### config.mk
export PLATFORM = sky130hd
export DESIGN_NAME = mpy_dot_accum
export DESIGN_NICKNAME = d
export VERILOG_FILES = /design/src/rtl/mpy_dot_accum.sv
export SDC_FILE = /design/constraint.sdc
export NUM_CORES = 1
export LEC_CHECK = 0
export CORE_UTILIZATION = 50
export CTS_CLUSTER_SIZE = 25
export DETAILED_ROUTE_END_ITERATION = 16
export PLACE_DENSITY = 0.7
export RECOVER_POWER = 50
export SYNTH_ARGS = -nofsm -noshare
export SYNTH_HDL_FRONTEND = slang
export SYNTH_SLANG_ARGS = --single-unit
### constraint.sdc
create_clock -name CLK -period 4.42 [get_ports CLK]
set_input_delay 0.884 -clock CLK [delete_from_list [all_inputs] [get_ports CLK]]
set_output_delay 0.884 -clock CLK [all_outputs]
set_load 0.005 [all_outputs]
### src/rtl/mpy_dot_accum.sv
// Dot-product accumulator behind the serial 8x8 multiplier: sums N_TERMS products and queues results in a show-ahead FIFO.
// Optional feature: define ACC_SAT_EN for saturating accumulation with a sticky sat flag.
module mpy_dot_accum #(
   parameter int ACC_W      = 24,
   parameter int N_TERMS    = 4,
   parameter int FIFO_DEPTH = 4
) (
   input  logic                          CLK,
   input  logic                          RST_N,
   input  logic                          clr,
   input  logic [15:0]                   prod_in,
   input  logic                          prod_valid,
   output logic [ACC_W-1:0]              out_data,
   output logic                          out_valid,
   input  logic                          out_ready,
   output logic [3:0]                    term_cnt,
   output logic [$clog2(FIFO_DEPTH):0]   fifo_level,
   output logic                          drop,
   output logic                          sat
);

   localparam int AW = $clog2(FIFO_DEPTH);
   localparam logic [3:0] LAST_TERM = 4'(N_TERMS - 1);
   localparam logic [AW:0] FULL_LVL = (AW + 1)'(FIFO_DEPTH);

   typedef enum logic {IDLE, ACCUM} state_t;

   state_t             state_reg, state_next;
   logic [ACC_W-1:0]   acc_reg, acc_next;
   logic [3:0]         term_cnt_reg, term_cnt_next;
   logic               push;

   logic [ACC_W-1:0]   prod_ext;
   logic [ACC_W-1:0]   sum_wrap;
   logic [ACC_W-1:0]   sum;
   logic               sat_hit;

   logic [ACC_W-1:0]   mem [FIFO_DEPTH];
   logic [AW-1:0]      wr_ptr_reg, rd_ptr_reg;
   logic [AW:0]        level_reg;
   logic               drop_reg, sat_reg;
   logic               fifo_empty, fifo_full, pop, do_push;

   assign prod_ext = {{(ACC_W-16){prod_in[15]}}, prod_in};
   assign sum_wrap = acc_reg + prod_ext;

`ifdef ACC_SAT_EN
   logic overflow;
   // Signed overflow: operands agree in sign but the wrapped sum does not.
   assign overflow = (acc_reg[ACC_W-1] == prod_ext[ACC_W-1]) &&
                     (sum_wrap[ACC_W-1] != acc_reg[ACC_W-1]);
   assign sum      = !overflow ? sum_wrap :
                     acc_reg[ACC_W-1] ? {1'b1, {(ACC_W-1){1'b0}}} : {1'b0, {(ACC_W-1){1'b1}}};
   assign sat_hit  = prod_valid && overflow;
`else
   assign sum      = sum_wrap;
   assign sat_hit  = 1'b0;
`endif

   always_ff @(posedge CLK or negedge RST_N) begin
      if (!RST_N) begin
         state_reg    <= IDLE;
         acc_reg      <= '0;
         term_cnt_reg <= '0;
      end else if (clr) begin
         state_reg    <= IDLE;
         acc_reg      <= '0;
         term_cnt_reg <= '0;
      end else begin
         state_reg    <= state_next;
         acc_reg      <= acc_next;
         term_cnt_reg <= term_cnt_next;
      end
   end

   always_comb begin
      state_next    = state_reg;
      acc_next      = acc_reg;
      term_cnt_next = term_cnt_reg;
      push          = 1'b0;
      if (prod_valid) begin
         if (term_cnt_reg == LAST_TERM) begin
            push          = 1'b1;
            acc_next      = '0;
            term_cnt_next = '0;
            state_next    = IDLE;
         end else begin
            acc_next      = sum;
            term_cnt_next = term_cnt_reg + 4'd1;
            state_next    = ACCUM;
         end
      end
   end

   assign fifo_empty = (level_reg == '0);
   assign fifo_full  = (level_reg == FULL_LVL);
   assign pop        = !fifo_empty && out_ready;
   // A full FIFO still takes the new result when the head leaves in the same cycle.
   assign do_push    = push && (!fifo_full || pop);

   always_ff @(posedge CLK) begin
      if (do_push && !clr)
         mem[wr_ptr_reg] <= sum;
   end

   always_ff @(posedge CLK or negedge RST_N) begin
      if (!RST_N) begin
         wr_ptr_reg <= '0;
         rd_ptr_reg <= '0;
         level_reg  <= '0;
         drop_reg   <= 1'b0;
         sat_reg    <= 1'b0;
      end else if (clr) begin
         wr_ptr_reg <= '0;
         rd_ptr_reg <= '0;
         level_reg  <= '0;
         drop_reg   <= 1'b0;
         sat_reg    <= 1'b0;
      end else begin
         if (do_push)
            wr_ptr_reg <= wr_ptr_reg + 1'b1;
         if (pop)
            rd_ptr_reg <= rd_ptr_reg + 1'b1;
         if (do_push && !pop)
            level_reg <= level_reg + 1'b1;
         else if (pop && !do_push)
            level_reg <= level_reg - 1'b1;
         if (push && !do_push)
            drop_reg <= 1'b1;
         if (sat_hit)
            sat_reg <= 1'b1;
      end
   end

   assign out_valid  = !fifo_empty;
   assign out_data   = fifo_empty ? '0 : mem[rd_ptr_reg];
   assign term_cnt   = term_cnt_reg;
   assign fifo_level = level_reg;
   assign drop       = drop_reg;
`ifdef ACC_SAT_EN
   assign sat        = sat_reg;
`else
   assign sat        = 1'b0;
`endif

endmodule
==> results of run 1 <==
-- layout make-up --
cell class                      count  area share
Tap cell                          172      0.0277
Inverter                           16     0.00772
Timing Repair Buffer               63      0.0761
Multi-Input combinational cell    298       0.326
Sequential cell                   132       0.487
Clock inverter                     11      0.0171
Clock buffer                       21      0.0592
-- metal layers --
metal  GRT usage  vias up
met5           0        -
met4      0.0855        0
met3      0.0471       19
met2       0.351      102
met1       0.293     2028
li1            -     1920
-- cells by family (layout without fill, tap and decap cells) --
| group | count (synthesis) | in the layout | synth area share |
|---|---|---|---|
| adder cells (fa/ha/maj) | 30 | 30 | 0.0600 |
| other | 1 | 1 | 0.000576 |
| AND/OR/NAND/NOR | 109 | 109 | 0.0898 |
| buffers and inverters | 38 | 111 | 0.0252 |
| AO/OA/AOI/OAI | 108 | 108 | 0.125 |
| flip-flops | 132 | 132 | 0.581 |
| multiplexers | 26 | 26 | 0.0861 |
| XOR/XNOR | 24 | 24 | 0.0323 |
-- synth_stat cells, types with 4 or more instances --
cell type / count
nand2_1: 22
o21a_1: 4
dfrtp_1: 36
o21ai_0: 12
xor2_1: 11
a22o_1: 20
ha_1: 28
a21o_1: 9
and2_1: 31
nand4_1: 6
nand3_1: 5
buf_2: 5
edfxtp_1: 96
inv_1: 16
clkbuf_1: 14
xnor2_1: 13
mux4_2: 24
and4_1: 4
nor2_1: 24
a211oi_1: 5
a21oi_1: 26
-- critical path: cells and delay by family --
family	cells	cell delay, ps
AND/OR/NAND/NOR	5	1050
buffers and inverters	2	1880
-- power by group --
part / internal, mW / switching [mW]
Clock: 0.907 / 0.498
Sequential: 1.47 / 0.0300
Combinational: 0.291 / 0.405
-- final timing paths --
path                                          from  slack, ps                        end
max in group asynchronous                    RST_N       1970  fifo_level[1]$_DFFE_PN0P_
hold / removal             acc_reg[18]$_DFFE_PN0P_        500    acc_reg[18]$_DFFE_PN0P_
setup / recovery                        prod_valid        610        mem[1][9]$_DFFE_PP_
setup reg to reg           term_cnt[0]$_DFFE_PN0P_       1180        mem[1][9]$_DFFE_PP_
hold reg to reg            acc_reg[18]$_DFFE_PN0P_        500    acc_reg[18]$_DFFE_PN0P_
min in group asynchronous                    RST_N       1150    acc_reg[21]$_DFFE_PN0P_
==> results.toml, run 1 <==
[clock_tree]
cts_root_buf = "clkbuf_16"
clock-sinks = 132
htree_levels = 4
tritoncts = "done"
cts_hold_buf = 0
clk_latency_ps = 420
ctsLongestPathBuffers = 2
cts.repair.resized = 0
clkTransAtPathRegs_ps = 50
cts_setup_buffers = 0
cts_made_buffers = 17

[yosys]
syn_inst = 468
ys_types = 58
synth_top_area_cell = "edfxtp_1"
ys_warn_count = 0
synth-main-ff-cell = "edfxtp_1"
synth_edf_count = 96
synth_top_area_frac = 0.443
syn_nets = 519
yosys_register_bits = 132
synth-async-reset-ratio = 0.273
synthTopCellsByArea = "edfxtp_1 (44%), dfrtp_1 (14%), mux4_2 (8.3%), ha_1 (5.4%), and2_1 (3.0%)"
synth-seq-area-share = 0.581
syn-cell-area_um2 = 6510
postSynthAreaPerCell_um2 = 13.9

[drt]
num_vias = 4069
final_antenna_net_count = 0
dr.max_layer_used = "met4"
drt-total-wl_um = 13500
wl_met2_um = 6640
first_pass_iters = 4
vias_per_cell = 5.71
wl_per_cell_um = 18.9
remaining_drc_errors = 0
met3_length_um = 602
drt-initial-drc-count = 264
wl_met1_um = 6020

[sta]
rsz0062_at_grt = "no"
final_max_slew_viol_count = 62
fin_ws_ps = 607
timing.slew.headroom = -0.523
timing.fmax_mhz = 262
setup_viol = 0
holdWs_ps = 495
finClkSkew_ps = 7.05
tns_ps = 0
tightest_slew_ps = 2280
final_hold_viol_count = 0
fin_crit_ps = 3810
period_share = 0.863

[worst_hold_path]
hold_path_class = "flop to flop"
holdPathStages = 1

[finish]
fin_nets = 579
area_delta_synth_final_pct = 19.5
insertedDiodeCount = 0
largest_register_ffs = 96
mostFrequentLayoutCell = "edfxtp_1"
fill_cells = 992
seq_area_um2 = 3780
final_cell_mix = "edfxtp_1 (96), clkdlybuf4s50_1 (41), dfrtp_1 (36), and2_1 (31), ha_1 (28)"
drive_gt1_frac = 0.133
fin_util = 0.614
multi_input_area_um2 = 2530
post-route-cell-area_um2 = 7780
final-instance-count-excl-fill = 713

[global_route]
track_usage = 0.219
grt-ovfl-total = 0
grt_start_max_net_pins = 37
grt_pass1_wl_um = 21400
grt_pass1_vias = 4072
antenna_found_initial = 0

[worst_setup_path]
crit_path_end_kind = "flop"
critPathSlowestCell = "clkbuf_1"
path_class = "input port to flop"
cp_cell_sequence = "dlygate4sd3_1 -> nand2_1 -> nor3_1 -> nand2b_1 -> nor2_1 -> and2_1 -> clkbuf_1"
cp.arrival_ps = 3830
reg2reg_depth = 7
start_kind = "input port"
crit_required_ps = 4430
slowest_delay_ps = 1170
cp_max_fo = 24

[placement]
post-dp-hpwl_um = 8660
numPlacedInstances = 681
placed_cell_area_um2 = 7220
gp_congestion = 0.881
post-place-ws_ps = 504
io_buffers = 53

[floorplan]
initial_core_util = 0.514
io_pins = 55
core_um2 = 12700
dieArea_um2 = 13500
dieHeight_um = 116
placementRows = 41
die_width_um = 116

[power]
power_mw = 3.60
power.leakage_nw = 2.96
power.density_nw_per_um2 = 463
peakVddDrop_v = 0.000221

[outcome]
violations = "max-capacitance violations, max-slew violations"
status = "complete, but fails checks"

[flow_run]
max_cap_viol_count = 2
(Power assumes the default switching activity.)
==> run 2, diff against run 1 <==
- REMOVE_ABC_BUFFERS: unset -> 1
==> results.toml, run 2 (synthesized netlist as in run 1, its figures left out) <==
[outcome]
status = "complete, but fails checks"
violations = "max-capacitance violations, max-slew violations"

[clock_tree]
cts.repair.resized = 0
clock-sinks = 132
clk_latency_ps = 420
htree_levels = 4
cts_setup_buffers = 0
clkTransAtPathRegs_ps = 60
cts_made_buffers = 17
cts_hold_buf = 0
cts_root_buf = "clkbuf_16"
ctsLongestPathBuffers = 2
tritoncts = "done"

[drt]
wl_per_cell_um = 18.0
first_pass_iters = 4
vias_per_cell = 5.60
met3_length_um = 704
num_vias = 3980
drt-initial-drc-count = 218
dr.max_layer_used = "met4"
wl_met1_um = 5910
final_antenna_net_count = 0
drt-total-wl_um = 12800
remaining_drc_errors = 0
wl_met2_um = 6040

[global_route]
grt_pass1_vias = 3897
grt_start_max_net_pins = 37
grt_pass1_wl_um = 20700
antenna_found_initial = 0
track_usage = 0.212
grt-ovfl-total = 0

[sta]
timing.fmax_mhz = 278
rsz0062_at_grt = "no"
tns_ps = 0
fin_crit_ps = 3600
final_hold_viol_count = 0
final_max_slew_viol_count = 37
timing.slew.headroom = -0.398
finClkSkew_ps = 8.76
period_share = 0.815
setup_viol = 0
tightest_slew_ps = 2100

[floorplan]
dieHeight_um = 116
dieArea_um2 = 13500
initial_core_util = 0.514
core_um2 = 12700
io_pins = 55
die_width_um = 116
placementRows = 41

[finish]
insertedDiodeCount = 0
final_cell_mix = "edfxtp_1 (96), clkdlybuf4s50_1 (40), dfrtp_1 (36), and2_1 (28), ha_1 (28)"
fin_util = 0.610
fin_nets = 577
drive_gt1_frac = 0.141
area_delta_synth_final_pct = 18.7
post-route-cell-area_um2 = 7730
largest_register_ffs = 96
mostFrequentLayoutCell = "edfxtp_1"

[power]
power_mw = 3.51
peakVddDrop_v = 0.000291
power.density_nw_per_um2 = 454
power.leakage_nw = 2.92

[worst_setup_path]
cp_max_fo = 5
crit_required_ps = 4780
path_class = "input port to flop"
cp.arrival_ps = 3960
start_kind = "input port"
crit_path_end_kind = "flop"

[worst_hold_path]
hold_path_class = "flop to flop"

[placement]
placed_cell_area_um2 = 7200
post-dp-hpwl_um = 8420
gp_congestion = 0.855
io_buffers = 53

[flow_run]
max_cap_viol_count = 1
## run 2: cell types whose count changed in the layout (fill, tap and decap cells not counted), sizes merged
cell and delta:
bufinv -2, buf -3, clkdlybuf4s50 -1, clkbuf -3, clkinvlp +2, inv +4, dlygate4sd3 +1
## run 2: where the power goes
part	switching, mW	internal, mW
Clock	0.539	0.774
Combinational	0.410	0.289
Sequential	0.0296	1.47
## run 2: final timing paths
| kind | startpoint | to | slack, ps | depth (start not counted) |
|---|---|---|---|---|
| worst max-delay path | prod_in[0] | acc_reg[22]$_DFFE_PN0P_ | 820 | 11 |
| worst min-delay path | acc_reg[7]$_DFFE_PN0P_ | acc_reg[7]$_DFFE_PN0P_ | 500 | 1 |
| max in group asynchronous | RST_N | fifo_level[2]$_DFFE_PN0P_ | 2140 | 1 |
| worst min register to register | acc_reg[7]$_DFFE_PN0P_ | acc_reg[7]$_DFFE_PN0P_ | 500 | 1 |
| min in group asynchronous | RST_N | acc_reg[3]$_DFFE_PN0P_ | 1050 | 1 |
| worst max register to register | acc_reg[0]$_DFFE_PN0P_ | acc_reg[22]$_DFFE_PN0P_ | 1460 | 10 |
## run 2: worst max-delay path, cell delays in order
cell and delay, ps:
dlygate4sd3_1 530, ha_1 210, inv_1 70, fa_1 390
and2b_4 270, o2111ai_1 210, a2111oi_4 460, o211ai_2 190
o211ai_2 210, xor2_1 330, a22o_1 200
## run 2: layout make-up
| class | count | area [um^2] |
|---|---|---|
| flip-flops and latches | 132 | 3780 |
| clock buffers | 17 | 425 |
| inverters | 16 | 60.1 |
| repair buffers | 61 | 577 |
| clock inverters | 15 | 131 |
| fillers | 951 | 4940 |
| well taps | 172 | 215 |
| multi-input cells | 298 | 2530 |
## run 2: stage by stage
step | std cells | worst slack (ps) | hold slack, ps
after floorplan | 446 | 1290 | 453
after global placement | 679 | 645 | 471
after detailed placement | 679 | 568 | 486
after CTS | 711 | 988 | 503
after global routing | 711 | 585 | 508
final | 711 | 817 | 498
## run 2: routing by layer
metal  up-vias  GRT usage
met3        10     0.0497
met2        92      0.327
met4         0     0.0752
li1       1915          -
met5         -          0
met1      1963      0.296
==> run 3, diff against run 2 <==
- PLACE_DENSITY: 0.7 -> 0.73
- clock period: 4.42 -> 3.3 ns (I/O delays scaled with it)
==> results.toml, run 3 (synthesized netlist as in run 1, its figures left out) <==
[clock_tree]
cts_hold_buf = 0
cts.repair.resized = 0
clkTransAtPathRegs_ps = 50
htree_levels = 4
clock-sinks = 132
clk_latency_ps = 420
cts_setup_buffers = 0
cts_root_buf = "clkbuf_16"
cts_made_buffers = 17
ctsLongestPathBuffers = 2
tritoncts = "done"

[worst_setup_path]
worst-path-buf-inv = 2
cp_cell_sequence = "dlygate4sd3_1 -> inv_1 -> fa_1 -> and2b_4 -> o2111ai_4 -> a2111oi_4 -> o211ai_2 -> a21oi_1 -> o21ai_0 -> and2_1"
crit_path_end_kind = "flop"
start_kind = "input port"
crit_required_ps = 3460
cp_max_fo = 5
critPathTopFamily = "compound AO/OA/AOI/OAI gates"
path_class = "input port to flop"
slowest_delay_ps = 570
critPathSlowestCell = "dlygate4sd3_1"
cp.arrival_ps = 3340

[floorplan]
initial_core_util = 0.514
die_width_um = 116
core_um2 = 12700
dieHeight_um = 116
dieArea_um2 = 13500
io_pins = 55
placementRows = 41

[global_route]
grt_use_met1 = 0.304
track_usage = 0.223
grt_start_max_net_pins = 37
grt_pass1_vias = 4166
met3_usage = 0.0633
grt_pass1_wl_um = 21700
antenna_found_initial = 0
use_met2 = 0.348
grt-ovfl-total = 0
top_usage_layer = "met2"

[outcome]
status = "complete, but fails checks"
violations = "max-capacitance violations, max-slew violations"

[sta]
timing.slew.headroom = -0.416
timing.fmax_mhz = 314
final_max_slew_viol_count = 37
fin_ws_ps = 117
fin_crit_ps = 3180
setup_viol = 0
finClkSkew_ps = 7.20
final_hold_viol_count = 0
tns_ps = 0
rsz0062_at_grt = "no"
holdWs_ps = 490
tightest_slew_ps = 2120
period_share = 0.965

[drt]
first_pass_iters = 5
vias_per_cell = 5.65
wl_per_cell_um = 18.6
num_vias = 4161
remaining_drc_errors = 0
final_antenna_net_count = 0
drt-initial-drc-count = 263
drt-total-wl_um = 13700

[placement]
io_buffers = 53
gp_congestion = 0.848
post-place-ws_ps = -300
numPlacedInstances = 705
post-dp-hpwl_um = 9000
placed_cell_area_um2 = 7460

[worst_hold_path]
hold_path_class = "flop to flop"

[finish]
fin_util = 0.628
area_delta_synth_final_pct = 22.3
fill_cells = 960
drive_gt1_frac = 0.170
final-instance-count-excl-fill = 736
mostFrequentLayoutCell = "edfxtp_1"
fin_nets = 603
largest_register_ffs = 96
final_cell_mix = "edfxtp_1 (96), clkdlybuf4s50_1 (41), dfrtp_1 (36), ha_1 (28), and2_1 (27)"
insertedDiodeCount = 0
post-route-cell-area_um2 = 7960

[flow_run]
max_cap_viol_count = 1

[power]
peakVddDrop_v = 0.000251
power.leakage_nw = 3.05
power_mw = 4.91
power.density_nw_per_um2 = 617
run 3: final timing paths:
kind                       slack (ps)                         to                      start  cells past startpoint
max in group asynchronous        1230    acc_reg[15]$_DFFE_PN0P_                      RST_N                      1
setup / recovery                  120       mem[3][18]$_DFFE_PP_                 prod_in[1]                     10
setup reg to reg                  470  fifo_level[2]$_DFFE_PN0P_  fifo_level[0]$_DFFE_PN0P_                      6
min in group asynchronous         850  fifo_level[0]$_DFFE_PN0P_                      RST_N                      1
hold reg to reg                   490    acc_reg[23]$_DFFE_PN0P_    acc_reg[23]$_DFFE_PN0P_                      1
hold / removal                    490    acc_reg[23]$_DFFE_PN0P_    acc_reg[23]$_DFFE_PN0P_                      1
run 3: cell type report:
| type | count | area [um^2] | share of cell area |
|---|---|---|---|
| sequential | 132 | 3780 | 0.475 |
| tap | 172 | 215 | 0.0270 |
| timing repair buffer | 87 | 767 | 0.0964 |
| clock inverter | 11 | 136 | 0.0171 |
| multi-input combinational | 298 | 2560 | 0.322 |
| clock buffer | 20 | 437 | 0.0549 |
| inverter | 16 | 60.1 | 0.00755 |
run 3: metal layers:
layer  up-vias  wire length, um
met1      2060             6210
met4         0              222
li1       1958                -
met3        20              775
met2       123             6450
met5         -                0
run 3: where the power goes:
group          total, mW  switching [mW]  internal (mW)  leakage [nW]
sequential          2.01          0.0453           1.97          1.35
clock               1.84           0.669           1.17         0.275
combinational       1.06           0.581          0.477          1.42
total               4.91            1.30           3.62          3.05
